## src/rtl/anfsqrt_seq.sv

```systemverilog
// Sequential integer square root: floor(sqrt(in_arg)) and remainder using
// a shift/subtract recurrence on a one-hot attempt bit. ITERS recurrence
// steps are chained combinationally per clock; EARLY_START skips leading
// zero bit-pairs of the radicand.
module anfsqrt_seq #(
    parameter int ITERS       = 1,
    parameter int EARLY_START = 1
) (
    input  logic        clk,
    input  logic        rst,
    input  logic        in_valid,
    output logic        in_ready,
    input  logic [31:0] in_arg,
    output logic        out_valid,
    input  logic        out_ready,
    output logic [15:0] out_root,
    output logic [16:0] out_rem,
    output logic [4:0]  out_cycles,
    output logic        busy
);

    typedef enum logic [1:0] {
        S_IDLE = 2'd0,
        S_RUN  = 2'd1,
        S_DONE = 2'd2
    } state_t;

    // One recurrence state: one-hot attempt bit, running remainder, partial root.
    typedef struct packed {
        logic [16:0] att;
        logic [31:0] eps;
        logic [15:0] res;
    } step_t;

    state_t      state_r;
    state_t      state_nxt_s;
    logic [16:0] att_r;
    logic [31:0] eps_r;
    logic [15:0] res_r;
    logic [4:0]  cnt_r;
    logic [15:0] out_root_r;
    logic [16:0] out_rem_r;
    logic [4:0]  out_cycles_r;
    logic [4:0]  k_s;
    step_t       chain_s;
    logic        last_s;
    logic        in_ready_s;
    logic        out_valid_s;
    logic        busy_s;

    // Index of the highest set bit of a 32-bit word (0 for a zero word).
    function automatic logic [4:0] msb_index(input logic [31:0] v);
        logic [4:0] idx;
        idx = 5'd0;
        for (int i = 0; i < 32; i++) begin
            if (v[i]) begin
                idx = i[4:0];
            end
        end
        return idx;
    endfunction

    // Bit position of a one-hot 17-bit attempt value.
    function automatic logic [4:0] onehot_log2(input logic [16:0] v);
        logic [4:0] idx;
        idx = 5'd0;
        for (int i = 0; i < 17; i++) begin
            if (v[i]) begin
                idx = i[4:0];
            end
        end
        return idx;
    endfunction

    // One recurrence step; an exhausted attempt bit (<=1) passes through so
    // later chained stages never operate on a zero attempt bit.
    function automatic step_t iter_step(input step_t s);
        step_t       r;
        logic [16:0] att_n;
        logic [4:0]  a;
        logic [31:0] delta;
        r = s;
        if (s.att > 17'd1) begin
            att_n = s.att >> 1;
            a     = onehot_log2(att_n);
            delta = ({16'd0, s.res} << (a + 5'd1)) + (32'd1 << {a, 1'b0});
            r.att = att_n;
            if (delta <= s.eps) begin
                r.eps = s.eps - delta;
                r.res = s.res | att_n[15:0];
            end else begin
                r.eps = s.eps;
                r.res = s.res;
            end
        end else begin
            r = s;
        end
        return r;
    endfunction

    // ITERS steps applied in series within one clock.
    function automatic step_t run_chain(input step_t s);
        step_t r;
        r = s;
        for (int i = 0; i < ITERS; i++) begin
            r = iter_step(r);
        end
        return r;
    endfunction

    // Starting attempt exponent: full 16 steps, or just above the radicand's top bit-pair.
    always_comb begin
        k_s = 5'd16;
        if (EARLY_START != 0) begin
            k_s = {1'b0, msb_index(in_arg) >> 1} + 5'd1;
        end else begin
            k_s = 5'd16;
        end
    end

    // Combinational iteration chain fed from the registered recurrence state.
    always_comb begin
        chain_s = run_chain('{att: att_r, eps: eps_r, res: res_r});
        last_s  = (chain_s.att == 17'd1);
    end

    // State register.
    always_ff @(posedge clk) begin
        if (rst) begin
            state_r <= S_IDLE;
        end else begin
            state_r <= state_nxt_s;
        end
    end

    // Next-state logic.
    always_comb begin
        state_nxt_s = state_r;
        case (state_r)
            S_IDLE: begin
                if (in_valid) begin
                    state_nxt_s = S_RUN;
                end else begin
                    state_nxt_s = S_IDLE;
                end
            end
            S_RUN: begin
                if (last_s) begin
                    state_nxt_s = S_DONE;
                end else begin
                    state_nxt_s = S_RUN;
                end
            end
            S_DONE: begin
                if (out_ready) begin
                    state_nxt_s = S_IDLE;
                end else begin
                    state_nxt_s = S_DONE;
                end
            end
            default: state_nxt_s = S_IDLE;
        endcase
    end

    // Handshake and status outputs decoded from the state.
    always_comb begin
        in_ready_s  = 1'b0;
        out_valid_s = 1'b0;
        busy_s      = 1'b0;
        case (state_r)
            S_IDLE:  in_ready_s = !rst;
            S_RUN:   busy_s = 1'b1;
            S_DONE: begin
                out_valid_s = 1'b1;
                busy_s      = 1'b1;
            end
            default: begin
                in_ready_s  = 1'b0;
                out_valid_s = 1'b0;
                busy_s      = 1'b0;
            end
        endcase
    end

    // Recurrence registers, RUN cycle counter and result capture.
    always_ff @(posedge clk) begin
        if (rst) begin
            att_r        <= 17'd0;
            eps_r        <= 32'd0;
            res_r        <= 16'd0;
            cnt_r        <= 5'd0;
            out_root_r   <= 16'd0;
            out_rem_r    <= 17'd0;
            out_cycles_r <= 5'd0;
        end else begin
            case (state_r)
                S_IDLE: begin
                    if (in_valid) begin
                        att_r <= 17'd1 << k_s;
                        eps_r <= in_arg;
                        res_r <= 16'd0;
                        cnt_r <= 5'd0;
                    end else begin
                        att_r <= att_r;
                    end
                end
                S_RUN: begin
                    att_r <= chain_s.att;
                    eps_r <= chain_s.eps;
                    res_r <= chain_s.res;
                    cnt_r <= cnt_r + 5'd1;
                    if (last_s) begin
                        out_root_r   <= chain_s.res;
                        out_rem_r    <= chain_s.eps[16:0];
                        out_cycles_r <= cnt_r + 5'd1;
                    end else begin
                        out_root_r   <= out_root_r;
                    end
                end
                S_DONE:  cnt_r <= cnt_r;
                default: cnt_r <= cnt_r;
            endcase
        end
    end

    assign in_ready   = in_ready_s;
    assign out_valid  = out_valid_s;
    assign busy       = busy_s;
    assign out_root   = out_root_r;
    assign out_rem    = out_rem_r;
    assign out_cycles = out_cycles_r;

endmodule
```

## config.mk

```make
export PLATFORM = sky130hd
export DESIGN_NAME = anfsqrt_seq
export DESIGN_NICKNAME = d
export VERILOG_FILES = /design/src/rtl/anfsqrt_seq.sv
export SDC_FILE = /design/constraint.sdc
export NUM_CORES = 1
export LEC_CHECK = 0
export ABC_AREA = 1
export CORE_UTILIZATION = 40
export DETAILED_ROUTE_END_ITERATION = 10
export HOLD_SLACK_MARGIN = 0.15
export SYNTH_ARGS = -nofsm -noshare
export SYNTH_HDL_FRONTEND = slang
export SYNTH_SLANG_ARGS = --single-unit
```

## constraint.sdc

```tcl
create_clock -name clk -period 7.6 [get_ports clk]
set_clock_uncertainty 0.2 [all_clocks]
set_input_delay 1.52 -clock clk [delete_from_list [all_inputs] [get_ports clk]]
set_output_delay 1.52 -clock clk [all_outputs]
set_load 0.02 [all_outputs]
```

Yosys cells after proc, flatten, opt, wreduce, memory -nomap -nowiden
Index checks and enable logic that the tools add are counted.
{"block": "classes", "n_addsub": 5, "mul": 0, "n_div": 0, "order_cmp": 2, "eq_ne": 6, "shifts": 3, "n_mux": 64, "n_bitwise": 1, "reduce_logical": 7}
{"operator": "5-bit two-way mux", "count": 43}
{"operator": "65-bit two-way mux", "count": 1}
{"operator": "32-bit case mux with 2 select lines", "count": 1}
{"operator": "48-bit two-way mux", "count": 1}
{"operator": "17-bit case mux with 2 select lines", "count": 1}
{"operator": "32-bit adder", "count": 1}
{"operator": "32-bit less-or-equal comparator", "count": 1}
{"operator": "32-bit two-way mux", "count": 1}
{"operator": "16-bit case mux with 2 select lines", "count": 1}
{"operator": "1-bit by 6-bit left shift with 32-bit output, first input constant", "count": 1}
{"operator": "16-bit by 5-bit left shift with 32-bit output", "count": 1}
{"operator": "32-bit subtractor", "count": 1}
{"operator": "17-bit by 1-bit equality test with 1-bit output, second input constant", "count": 1}
{"operator": "17-bit by 1-bit greater-than comparator with 1-bit output, second input constant", "count": 1}
{"operator": "17-bit two-way mux", "count": 1}
{"operator": "1-bit by 5-bit left shift with 17-bit output, first input constant", "count": 1}
{"operator": "16-bit two-way mux", "count": 1}
{"operator": "16-bit bitwise OR", "count": 1}
{"operator": "5-bit by 1-bit adder with 5-bit output, second input constant", "count": 2}
{"operator": "5-bit case mux with 2 select lines", "count": 1}
{"operator": "2-bit two-way mux", "count": 4}
{"operator": "1-bit two-way mux", "count": 6}
{"operator": "2-bit inequality test, second input constant", "count": 3}
{"operator": "2-bit case mux with 3 select lines", "count": 1}
{"operator": "other kinds (10)", "count": 11}
{"block": "word_totals", "register_bits": 110, "latchBits": 0, "ramBits": 0, "rom_bits": 0, "input_bits": 36, "word_cells": 97, "n_memories": 0}

Logic depth before layout (Yosys ltp)
Gate-level depths: netlist of run 1.
{"block": "depth", "depth_word": 35, "mapped_depth": 57, "ltp_nobuf": 51}

Worst setup path before layout of run 1
Ideal clock, no wire load.
{"block": "synth_timing", "path_type": "register to register", "from": "register att_r[3]", "to": "register eps_r[19]", "setup_ns": 0.070, "t_arrival_ns": 6.316, "required_time_ns": 7.330, "path_slack_ns": 1.014, "stages_incl_launch_ff": 52, "path_cell_list": "dfxtp_1 inv_2 nand2_1 nand2_1 nand2_1 nand2_1 nand2_1 nand2_1 nand2_1 nand2_1 nand2_1 nand2_1 nand2_1 nand2_1 nand2_2 nand2_2 buf_6 buf_6 [... 16 more ...] nand2_2 nand2_2 nand2_2 nand2_1 nand2_1 xor2_1 ha_1 nand4_1 nor3_1 a21oi_1 o21ai_0 nand2_1 nand3_2 nand2_2 nor2_1 clkbuf_1 a22oi_1 a21oi_1"}
{"block": "synth_between", "elab_chain_len": 22, "elab_cells_between_ends": 28, "classes_between": "3 x add/sub; 2 x order compare; 2 x eq/ne; 2 x shift; 18 x mux; 1 x reduce/logical"}
{"element": "start, declared", "line_no": "37", "text": "logic [16:0] att_r;"}
{"element": "start signal, assigned", "line_no": "199", "text": "att_r <= 17'd1 << k_s;"}
{"element": "start signal, assigned", "line_no": "204", "text": "att_r <= att_r;"}
{"element": "start signal, assigned", "line_no": "208", "text": "att_r <= chain_s.att;"}
{"element": "5-bit two-way mux (14 in series)", "line_no": "68", "text": "if (v[i]) begin"}
{"element": "5-bit two-way mux", "line_no": "83", "text": "if (s.att > 17'd1) begin"}
{"element": "5-bit by 1-bit adder with 5-bit output", "line_no": "86", "text": "delta = ({16'd0, s.res} << (a + 5'd1)) + (32'd1 << {a, 1'b0});"}
{"element": "16-bit by 5-bit left shift with 32-bit output", "line_no": "86"}
{"element": "32-bit adder", "line_no": "86"}
{"element": "32-bit subtractor", "line_no": "89", "text": "r.eps = s.eps - delta;"}
{"element": "48-bit two-way mux", "line_no": "88", "text": "if (delta <= s.eps) begin"}
{"element": "65-bit two-way mux", "line_no": "83"}
{"element": "32-bit case mux with 2 select lines", "line_no": "196", "text": "case (state_r)"}
{"element": "end signal, assigned", "line_no": "200", "text": "eps_r <= in_arg;"}
{"element": "end signal, assigned", "line_no": "209", "text": "eps_r <= chain_s.eps;"}
{"element": "end, declared", "line_no": "38", "text": "logic [31:0] eps_r;"}
Parallel ways exist; a longest one is shown, timed or not. The select of a mux whose other input is x is not followed.
A chain may end at the register's enable or synchronous reset.

Worst setup path after layout of run 1
{"block": "layout_timing", "from": "register att_r[3]", "to": "register eps_r[27]"}
The elaborated chain is that of the path after synthesis.

==> impl_metrics.json, run 1 <==
{
  "outcome": "finished clean",
  "fmax_mhz": 144,
  "overflow": 0,
  "p_leak_nw": 5.16,
  "grt_pass1_wl_mm": 50.7,
  "maxCapViolCount": 0,
  "syn_inst": 1579,
  "ys_seq_area_share_pct": 22.6,
  "cellPowerDensity_nw_per_um2": 176,
  "ys_types": 55,
  "yosysTopAreaCell": "dfxtp_1",
  "min_period_ns": 6.96,
  "timing.rr.start": "att_r[3]",
  "clk_latency_ns": 0.37,
  "maxSlewHeadroom_pct": 34.8,
  "drcViolationCount": 0,
  "avgViaCountPerCell": 5.31,
  "setup_viol": 0,
  "core_area_um2": 23700,
  "required_ns": 7.70,
  "period_share_pct": 91.6,
  "diodes": 0,
  "pwr-share-comb_pct": 44.0,
  "crit_path_top_delay_cell": "a2111oi_2",
  "synthesis.area_um2": 9730,
  "rrSetupSlack_ns": 0.64,
  "tns_ns": 0,
  "hpwl_mm": 25.2,
  "min_from": "att_r[0]",
  "wire_per_inst_um": 16.1,
  "drive_gt1_share_pct": 7.03,
  "root_buffer": "clkbuf_16",
  "crit_fanout": 33,
  "track_usage_pct": 26.0,
  "ctsLongestPathBuffers": 2,
  "cpPeakStageDelay_ns": 0.45,
  "clock-sinks": 110,
  "wirelength_mm": 31.6,
  "rsz0062_at_grt": "no",
  "slew_violations": 0,
  "grt_pass1_vias": 9779,
  "vias": 10400,
  "power_mw": 1.96,
  "p_int_mw": 1.13,
  "vdd_drop_max_mv": 0.111,
  "final_nets": 1728,
  "cp_common_cell": "nand2_1",
  "grt_max_degree": 59,
  "drt_first_pass_iters": 6,
  "start_util_pct": 41.1,
  "syn_to_final_growth_pct": 14.4,
  "clk_pin_slew_ns": 0.08,
  "row_count": 56,
  "cts_buffers": 9,
  "antenna_found_initial": 0,
  "p_sw_share_pct": 42.2,
  "ios": 77,
  "hold_depth": 2,
  "p_clk_share_pct": 24.5,
  "ys.warnings.count": 0,
  "synthesis.nets": 1676,
  "hp-class": "register to register",
  "drt_iter0_markers": 806,
  "port_buffers": 76,
  "synth_edf_count": 0,
  "ys_top_cells_by_area": "dfxtp_1, nand2_1, inv_1",
  "synth_top_area_share_pct": 22.6,
  "rr_endpoint": "eps_r[27]",
  "cts_tree": "built",
  "min_to": "att_r[0]",
  "hold_viol": 0,
  "synth_flop_cell": "dfxtp_1",
  "fp.dieH_um": 158,
  "path_class": "register to register",
  "p_sw_mw": 0.826,
  "worstMarginPinSlew_ns": 0.975,
  "pwr-share-seq_pct": 31.5,
  "gp_congestion": 0.954,
  "worstSetupStartpointType": "register",
  "die_w_um": 158,
  "die_area_um2": 25000,
  "route.antenna.remaining_nets": 0,
  "reg2regPathDepth": 44,
  "synthArstFlopShare_pct": 0,
  "synth_most_common_cell": "nand2_1",
  "arrival_ns": 7.06,
  "end_kind": "register",
  "syn_avg_cell_area_um2": 6.16,
  "yosys-top-cells-count": "nand2_1, inv_1, nor2_1",
  "ys_ff_latch": 110,
  "htree_levels": 3
}
power by group through the flow:
stage / clock [mW] / combinational [mW] / sequential (mW)
2_1_floorplan: 0 / 0.623 / 0.622
3_3_place_gp: 0 / 0.838 / 0.630
3_5_place_dp: 0 / 0.839 / 0.630
4_1_cts: 0.490 / 0.843 / 0.616
5_1_grt: 0.507 / 0.960 / 0.619
6_report: 0.479 / 0.861 / 0.616
through the flow:
stage	hold WS (ns)	instances	cell area, µm²	util, %	worst slack, ns
6_report	0.276	1954	11100	47.0	0.638
5_1_grt	0.324	1954	11100	47.0	0.0278
4_1_cts	0.272	1949	11100	46.7	0.235
3_5_place_dp	0.259	1934	10800	45.5	0.257
3_3_place_gp	0.253	1934	10800	45.5	0.305
2_1_floorplan	0.245	1579	9730	-	1.01
per-layer routing:
metal / part of all wire (%) / GRT usage (%) / vias to the layer above
li1: - / - / 5314
met4: 3.2 / 10.3 / 0
met3: 4.5 / 2.27 / 52
met2: 46 / 43.4 / 275
met1: 47 / 34.4 / 4740
met5: 0 / 0 / -
cells by family (layout without fill, tap and decap cells):
family / Yosys count / count (layout) / synth area share (%)
flops: 110 / 110 / 22.6
simple gates: 704 / 704 / 31.4
buf+inv: 291 / 347 / 11.7
xor+xnor: 46 / 46 / 4.14
compound gates: 364 / 364 / 21.8
fa+ha+maj: 61 / 61 / 7.92
mux: 3 / 3 / 0.322
cells in the final DEF, fill, tap and decap left out, types with 3 or more instances in the layout:
cell type	n
inv_1	223
a21oi_1	122
a211oi_1	19
o21ai_1	13
nor3_1	10
o221ai_1	4
o21ai_2	3
o21ai_0	126
nand3b_1	4
nand2_1	340
ha_1	60
o211ai_1	16
xnor2_1	19
a22oi_1	20
clkdlybuf4s50_1	76
clkbuf_16	9
dfxtp_1	110
nor2_4	3
nor4_1	5
nand2_2	17
o221a_2	7
o22ai_1	7
clkinv_4	3
o21bai_1	5
nor2_1	160
a31oi_1	3
o21a_1	3
nor2_2	15
inv_2	6
a21o_1	3
buf_4	20
xor2_1	27
nand3_1	117
nand4_1	16
nand3_2	12
cell type report:
type / count / area [µm²]
Fill cell: 2594 / 12600
Clock buffer: 9 / 225
Inverter: 233 / 881
Clock inverter: 6 / 56.3
Sequential cell: 110 / 2200
Multi-Input combinational cell: 1178 / 6420
Tap cell: 319 / 399
Timing Repair Buffer: 99 / 948
how the worst max path moves through the flow:
stage             start   endpoint  slack (ns)  depth (start not counted)
6_report       att_r[3]  eps_r[27]        0.64                         44
5_1_grt        att_r[3]  eps_r[26]        0.03                         43
4_1_cts        att_r[4]  eps_r[27]        0.23                         43
3_5_place_dp   att_r[4]  eps_r[27]        0.26                         43
3_3_place_gp   att_r[3]  eps_r[27]        0.30                         43
2_1_floorplan  att_r[3]  eps_r[19]        1.01                         51
critical path, delay by kind of cell, from the launching register on:
kind | cells | cell delay, ns
buffers and inverters | 8 | 1.20
adder cells (fa/ha/maj) | 3 | 1.04
AND/OR/NAND/NOR | 24 | 2.26
AO/OA/AOI/OAI | 8 | 1.59
multiplexers | 1 | 0.25
flip-flops | 1 | 0.35
repair_timing:
action / 4_1_cts / 5_1_grt
buffers inserted: 0 / 5
setup endpoints to repair: 0 / 73
resized for setup: 0 / 14
hold endpoints to repair: 0 / 0
hold buffers: 0 / 0
state kept, by name (all words and copies together) (netlist names):
signal / flops
out_root: 16
cnt_r: 5
eps_r: 32
res_r: 16
out_cycles: 5
out_rem: 17
att_r: 17
state_r: 2
No activity file was read; power rests on OpenSTA's default activity.
==> run 2: changes to the inputs <==
Settings changed: MAX_ROUTING_LAYER from default to met4.
==> run 2 against run 1 <==
  * Fmax down 2.8%
  * Largest cell class unchanged
  * Utilization down 0.24 points
  * First-iteration DRC count down 2.0%
  * Largest power group unchanged
  * Die area unchanged
  * Critical path depth down 2
==> impl_metrics.json, run 2 (synthesis results as in run 1) <==
{
  "outcome": "finished clean",
  "end_kind": "register",
  "syn_to_final_growth_pct": 13.8,
  "overflow": 0,
  "row_count": 56,
  "period_share_pct": 94.2,
  "htree_levels": 3,
  "final_common_cell": "nand2_1",
  "setup_viol": 0,
  "maxCapViolCount": 0,
  "timing.rr.start": "att_r[4]",
  "final_nets": 1723,
  "path_class": "register to register",
  "layout_common_cells": "nand2_1, inv_1, nor2_1, o21ai_0, a21oi_1",
  "avgViaCountPerCell": 5.36,
  "cts_tree": "built",
  "hold_viol": 0,
  "drt_first_pass_iters": 7,
  "slew_violations": 0,
  "diodes": 0,
  "wirelength_mm": 31.8,
  "min_from": "att_r[0]",
  "start_util_pct": 41.1,
  "largest_register": "eps_r",
  "core_area_um2": 23700,
  "antenna_found_initial": 0,
  "maxSlewHeadroom_pct": 40.2,
  "cts_buffers": 9,
  "cpPeakStageDelay_ns": 0.45,
  "fp.dieH_um": 158,
  "grt_max_degree": 59,
  "min_period_ns": 7.16,
  "crit_fanout": 33,
  "die_area_um2": 25000,
  "grt_pass1_wl_mm": 50.1,
  "worstMarginPinSlew_ns": 0.894,
  "setup_slack_ns": 0.437,
  "ios": 77,
  "root_buffer": "clkbuf_16",
  "crit_path_top_delay_cell": "a2111oi_2",
  "wire_per_inst_um": 16.3,
  "gp_congestion": 0.942,
  "clock-sinks": 110,
  "clk_latency_ns": 0.36,
  "power_mw": 1.96,
  "hold_depth": 2,
  "reg2regPathDepth": 42,
  "holdWs_ns": 0.269,
  "vias": 10400,
  "drive_gt1_share_pct": 6.63,
  "port_buffers": 76,
  "worstSetupStartpointType": "register",
  "grt_pass1_vias": 9616,
  "required_ns": 7.69,
  "drcViolationCount": 0,
  "arrival_ns": 7.25,
  "die_w_um": 158,
  "cp_common_cell": "nand2_1",
  "cp-startpoint": "att_r[4]",
  "hpwl_mm": 25.3,
  "fmax_mhz": 140,
  "route.antenna.remaining_nets": 0,
  "hp-class": "register to register",
  "ctsLongestPathBuffers": 2,
  "drt_iter0_markers": 790,
  "pre_cts_ws_ns": 0.366,
  "track_usage_pct": 26.5,
  "clk_pin_slew_ns": 0.08,
  "largest_reg_flops": 32,
  "cellPowerDensity_nw_per_um2": 177,
  "vdd_drop_max_mv": 0.129,
  "p_leak_nw": 5.13
}
run 2: changes by cell type in the layout (fill, tap and decap cells not counted):
cell	delta
a221oi_1	-1
a221oi_2	+1
buf_4	-2
buf_6	-2
buf_8	-1
nor2_1	+2
nor2_2	-2
nor3_1	+1
nor3_2	-1
o21ai_0	+1
o21ai_1	-1
run 2: metal layers:
| metal | track usage, % | share of wire (%) | vias up |
|---|---|---|---|
| li1 | - | - | 5302 |
| met1 | 35.0 | 48 | 4797 |
| met2 | 42.4 | 45 | 294 |
| met3 | 3.23 | 4.4 | 45 |
| met4 | 7.69 | 2.8 | 0 |
| met5 | - | 0 | - |
run 2: through the flow:
stage / cells / cell area [µm²] / TNS (ns) / util, %
after floorplan: 1579 / 9730 / 0 / -
after global placement: 1934 / 10800 / 0 / 45.5
after detailed placement: 1934 / 10800 / 0 / 45.5
after CTS: 1949 / 11100 / 0 / 46.7
after global routing: 1949 / 11100 / -0.473 / 46.8
final: 1949 / 11100 / 0 / 46.8
run 2: power breakdown:
group | switching (mW) | internal [mW]
clock | 0.254 | 0.228
combinational | 0.557 | 0.300
sequential | 0.0190 | 0.598
run 2: layout make-up:
type / instances / area, µm²
fillers: 2560 / 12600
multi-input cells: 1178 / 6420
flip-flops and latches: 110 / 2200
repair buffers: 94 / 896
inverters: 233 / 881
well taps: 319 / 399
clock buffers: 9 / 225
clock inverters: 6 / 56.3
run 2: timing repair:
action / 4_1_cts / 5_1_grt
setup endpoints to repair: 0 / 65
buffers inserted: 0 / 0
resized for setup: 0 / 7
hold buffers: 0 / 0
run 2: worst paths after layout:
| check | end | slack, ns |
|---|---|---|
| setup / recovery | eps_r[25] | 0.44 |
| hold reg to reg | att_r[0] | 0.27 |
| setup reg to reg | eps_r[25] | 0.44 |
| hold / removal | att_r[0] | 0.27 |
run 2: critical path: cells and delay by family (launching register included):
family,cells,cell delay [ns]
compound gates,9,1.75
simple gates,21,2.11
mux,1,0.25
fa+ha+maj,3,1.15
buf+inv,8,1.21
flops,1,0.39
